**config.mk**
```make
export PLATFORM = sky130hd
export DESIGN_NAME = fetch_stage_ctrl
export DESIGN_NICKNAME = d
export VERILOG_FILES = /design/src/rtl/fetch_stage_ctrl.sv
export SDC_FILE = /design/constraint.sdc
export NUM_CORES = 1
export LEC_CHECK = 0
export ABC_CLOCK_PERIOD_IN_PS = 2850
export CAP_MARGIN = 15
export CORE_ASPECT_RATIO = 0.6
export CORE_MARGIN = 2
export CORE_UTILIZATION = 46
export CTS_BUF_LIST = sky130_fd_sc_hd__clkbuf_16
export DETAILED_ROUTE_END_ITERATION = 10
export PLACE_DENSITY = 0.84
export SETUP_SLACK_MARGIN = 0.3
export SYNTH_ARGS = -nofsm -noshare
export SYNTH_HDL_FRONTEND = slang
export SYNTH_SLANG_ARGS = --single-unit
```
**constraint.sdc**
```tcl
create_clock -name clk -period 2.85 [get_ports clk]
set_input_delay 0.855 -clock clk [delete_from_list [all_inputs] [get_ports clk]]
set_output_delay 0.855 -clock clk [all_outputs]
set_load 0.02 [all_outputs]
```
**src/rtl/fetch_stage_ctrl.sv**
```systemverilog
// Fetch-side stall/flush controller: owns the PC, the IF/ID register and the ID/EX
// bubble request, and tracks stall/flush statistics plus a sticky control-error flag.
module fetch_stage_ctrl #(
  parameter int unsigned         PC_W      = 8,
  parameter int unsigned         INSTR_W   = 16,
  parameter logic [PC_W-1:0]     RESET_PC  = '0,
  parameter logic [INSTR_W-1:0]  NOP_INSTR = '0,
  parameter int unsigned         CNT_W     = 8
) (
  input  logic               clk,
  input  logic               rst_n,
  input  logic               inc_ProgCtr,
  input  logic               write_IFID,
  input  logic               stall_id,
  input  logic               branch_taken_ex,
  input  logic [PC_W-1:0]    branch_tgt_ex,
  output logic [PC_W-1:0]    imem_addr,
  input  logic [INSTR_W-1:0] imem_rdata,
  output logic [INSTR_W-1:0] ifid_instr,
  output logic [PC_W-1:0]    ifid_pc,
  output logic               ifid_valid,
  output logic               idex_bubble,
  output logic [CNT_W-1:0]   stall_cnt,
  output logic [CNT_W-1:0]   flush_cnt,
  output logic               ctrl_err
);

  localparam logic [CNT_W-1:0] CNT_MAX = '1;

  logic [PC_W-1:0]    pc_q, pc_d;
  logic [INSTR_W-1:0] ifid_instr_d;
  logic [PC_W-1:0]    ifid_pc_d;
  logic               ifid_valid_d;
  logic               idex_bubble_d;
  logic [CNT_W-1:0]   stall_cnt_d, flush_cnt_d;
  logic               ctrl_err_d;
  logic               stall_cycle;

  // The async ROM is addressed directly by the live PC.
  assign imem_addr = pc_q;

  // A branch in the same cycle wins over the stall, so that cycle is not counted as a stall.
  assign stall_cycle = stall_id & ~branch_taken_ex;

  // Next-state: redirect beats hold, hold beats increment.
  always_comb begin
    pc_d          = pc_q;
    ifid_instr_d  = ifid_instr;
    ifid_pc_d     = ifid_pc;
    ifid_valid_d  = ifid_valid;
    idex_bubble_d = stall_id | branch_taken_ex;
    stall_cnt_d   = stall_cnt;
    flush_cnt_d   = flush_cnt;
    ctrl_err_d    = ctrl_err | (inc_ProgCtr != write_IFID);

    if (branch_taken_ex) begin
      pc_d = branch_tgt_ex;
    end else if (inc_ProgCtr) begin
      pc_d = pc_q + PC_W'(1);
    end

    if (branch_taken_ex) begin
      ifid_instr_d = NOP_INSTR;
      ifid_pc_d    = '0;
      ifid_valid_d = 1'b0;
    end else if (write_IFID) begin
      ifid_instr_d = imem_rdata;
      ifid_pc_d    = pc_q;
      ifid_valid_d = 1'b1;
    end

    if (stall_cycle && stall_cnt != CNT_MAX) begin
      stall_cnt_d = stall_cnt + CNT_W'(1);
    end
    if (branch_taken_ex && flush_cnt != CNT_MAX) begin
      flush_cnt_d = flush_cnt + CNT_W'(1);
    end
  end

  // State register; reset overrides every input in the same cycle.
  always_ff @(posedge clk) begin
    if (!rst_n) begin
      pc_q        <= RESET_PC;
      ifid_instr  <= NOP_INSTR;
      ifid_pc     <= '0;
      ifid_valid  <= 1'b0;
      idex_bubble <= 1'b1;
      stall_cnt   <= '0;
      flush_cnt   <= '0;
      ctrl_err    <= 1'b0;
    end else begin
      pc_q        <= pc_d;
      ifid_instr  <= ifid_instr_d;
      ifid_pc     <= ifid_pc_d;
      ifid_valid  <= ifid_valid_d;
      idex_bubble <= idex_bubble_d;
      stall_cnt   <= stall_cnt_d;
      flush_cnt   <= flush_cnt_d;
      ctrl_err    <= ctrl_err_d;
    end
  end

endmodule
```
==> reports/metrics.cfg <==
[outcome]
outcome = complete, no violations

[logic_synthesis]
syn_inst = 227
yosys_warnings = 0
syn_avg_cell_area_um2 = 9.20
synth_common_cells = 51 x dfxtp_1, 40 x nor2_1, 25 x mux2i_1, 14 x nand2_1
yosysSeqAreaShare = 0.489
yosysMostFrequentCell = dfxtp_1
synth_cell_type_count = 30
synth_edf_count = 0
synth_nets = 260
ys_seq_elements = 51
synth_largest_area_cell = dfxtp_1
netlist_area_um2 = 2090
synth_top_area_share = 0.489
async_reset_ff_frac = 0
synth_ff_type = dfxtp_1
synth_area_leaders = dfxtp_1 49%, mux2i_1 12%, nor2_1 7.2%

[placement]
gp_congestion = 0.828
place_area_um2 = 2940
dp_hpwl_mm = 3.64
placed_cells = 361
io_buffers = 80
dp_slack_ns = 0.389

[detailed_routing]
drc = 0
routed_via_density = 5.28
drt_wl_total_mm = 5.11
vias = 1949
drtPass1Iterations = 6
wl_per_cell_um = 13.8
drtAntennaViolNets = 0
drt_iter0_drc = 71

[sta]
tightest_slew_ns = 0.439
post-route-period-util = 0.806
final_hold_viol_count = 0
final.min_clock_period_ns = 2.30
tns_ns = 0
skew_ns = 0.00440
holdWs_ns = 0.465
fin_ws_ns = 0.553
slew_viol_final = 0
max_freq_mhz = 435
finalSetupViolCount = 0
rsz0062_at_grt = no
slew_headroom = 0.707

[grt]
grt_pass1_wl_mm = 8.78
antenna_found_initial = 0
grt_pass1_vias = 1949
grt_overflow_total = 0
grt_use_total = 0.210
grt_max_degree = 27

[pwr]
power.total_mw = 1.53
leakagePower_nw = 1.20
peakVddDrop_mv = 0.242
power.density_nw_per_um2 = 499

[clock_tree]
cts.sinks = 51
root_buffer = clkbuf_16
cts_made_buffers = 5
insertion_delay_ns = 0.28
htreeDepth = 2
post_cts_resized = 0
cts.clk_slew.worst_paths_ns = 0.06
cts_setup_buffers = 0
cts_buffer_depth = 2
cts_tree = done
cts_hold_buf = 0

[finish]
fin_util = 0.727
drive_gt1_frac = 0.0356
fin_cells = 369
final_area_um2 = 3080
nets = 341
syn_to_final_growth_pct = 47.3
diodes = 0

[setup_path]
r2r-end = stall_cnt[2]
crit_end = imem_addr[2]
start_kind = register
cp.arrival_ns = 1.44
cp_max_fo = 7
crit_cells = 1
r2r_slack_ns = 1.39
reg2reg_depth = 5
crit_family = buffers and inverters
end_kind = primary output
crit_required_ns = 2.00
worstSetupPathType = reg -> out
startpoint = imem_addr[2]
crit_slowest_cell = clkdlybuf4s50_1
critical-path-max-stage-delay_ns = 0.66
critPathBufInv = 1
crit_chain = clkdlybuf4s50_1
reg2reg_from = stall_cnt[0]

[die]
fp.dieArea_um2 = 5110
die_w_um = 91.0
rows = 18
num_io_pins = 81
core_um2 = 4230
initial_utilization = 0.493
die_h_um = 56.2

[job]
maxCapViolations = 0

[min_path]
hold_class = reg -> reg

## tightest hold or removal path: stages (launching register included)
cell and delay [ns]:
dfxtp_1 0.32, nor2_1 0.04, nor2_1 0.06
## layer usage
| layer | global-route usage | vias up | part of all wire |
|---|---|---|---|
| li1 | - | 958 | - |
| met1 | 0.275 | 920 | 0.49 |
| met2 | 0.333 | 66 | 0.43 |
| met3 | 0.0623 | 5 | 0.070 |
| met4 | 0.0671 | 0 | 0.0090 |
| met5 | 0 | - | 0 |
## registers in the layout (all words and copies together) (netlist names)
name         count
idex_bubble      1
ifid_instr      16
imem_addr        8
ifid_valid       1
ifid_pc          8
stall_cnt        8
flush_cnt        8
ctrl_err         1
## worst min-delay path by stage
stage / startpoint / to / slack (ns) / depth (start not counted)
after floorplan: flush_cnt[4] / flush_cnt[4] / 0.55 / 1
after global placement: ifid_valid / ifid_valid / 0.45 / 2
after detailed placement: ifid_valid / ifid_valid / 0.46 / 2
after CTS: ifid_valid / ifid_valid / 0.47 / 2
after global routing: ifid_valid / ifid_valid / 0.52 / 2
final: ifid_valid / ifid_valid / 0.46 / 2
## cell families (layout without fill, tap and decap cells)
logic type,Yosys count,count (layout),synth area share
buffers and inverters,15,97,0.0347
AND/OR/NAND/NOR,88,88,0.197
flip-flops,51,51,0.489
adder cells (fa/ha/maj),3,3,0.0180
multiplexers,25,25,0.120
XOR/XNOR,11,11,0.0461
AO/OA/AOI/OAI,34,34,0.0959
## where the power goes
part	internal, mW	switching (mW)	total (mW)
clock	0.316	0.242	0.558
sequential	0.738	0.0250	0.763
combinational	0.113	0.0996	0.212
total	1.17	0.367	1.53
## placed cells by master (no fill, tap or decap)
cell type / n
xor2_1: 9
nand4_1: 7
nand2_1: 14
nor2b_4: 1
ha_1: 3
xnor2_1: 2
and2_1: 1
nor4_1: 2
nor3b_1: 1
a31oi_1: 7
a21oi_1: 10
and3_1: 3
clkbuf_16: 5
clkdlybuf4s50_1: 80
mux2i_1: 25
a211oi_1: 2
or3_1: 2
buf_4: 4
nand3_1: 8
o21ai_1: 1
o211a_1: 2
dfxtp_1: 51
and4_1: 2
o21ai_2: 1
clkinv_1: 2
o211ai_1: 1
o21ai_0: 10
nor3_1: 7
inv_1: 6
nor2_1: 40
## area by class of cell
class / count / area [um2]
clock buffer: 5 / 125
clock inverter: 3 / 11.3
fill: 327 / 1160
inverter: 5 / 18.8
multi-input combinational: 161 / 995
sequential: 51 / 1020
tap: 60 / 75.1
timing repair buffer: 84 / 831
(Power assumes the default switching activity.)
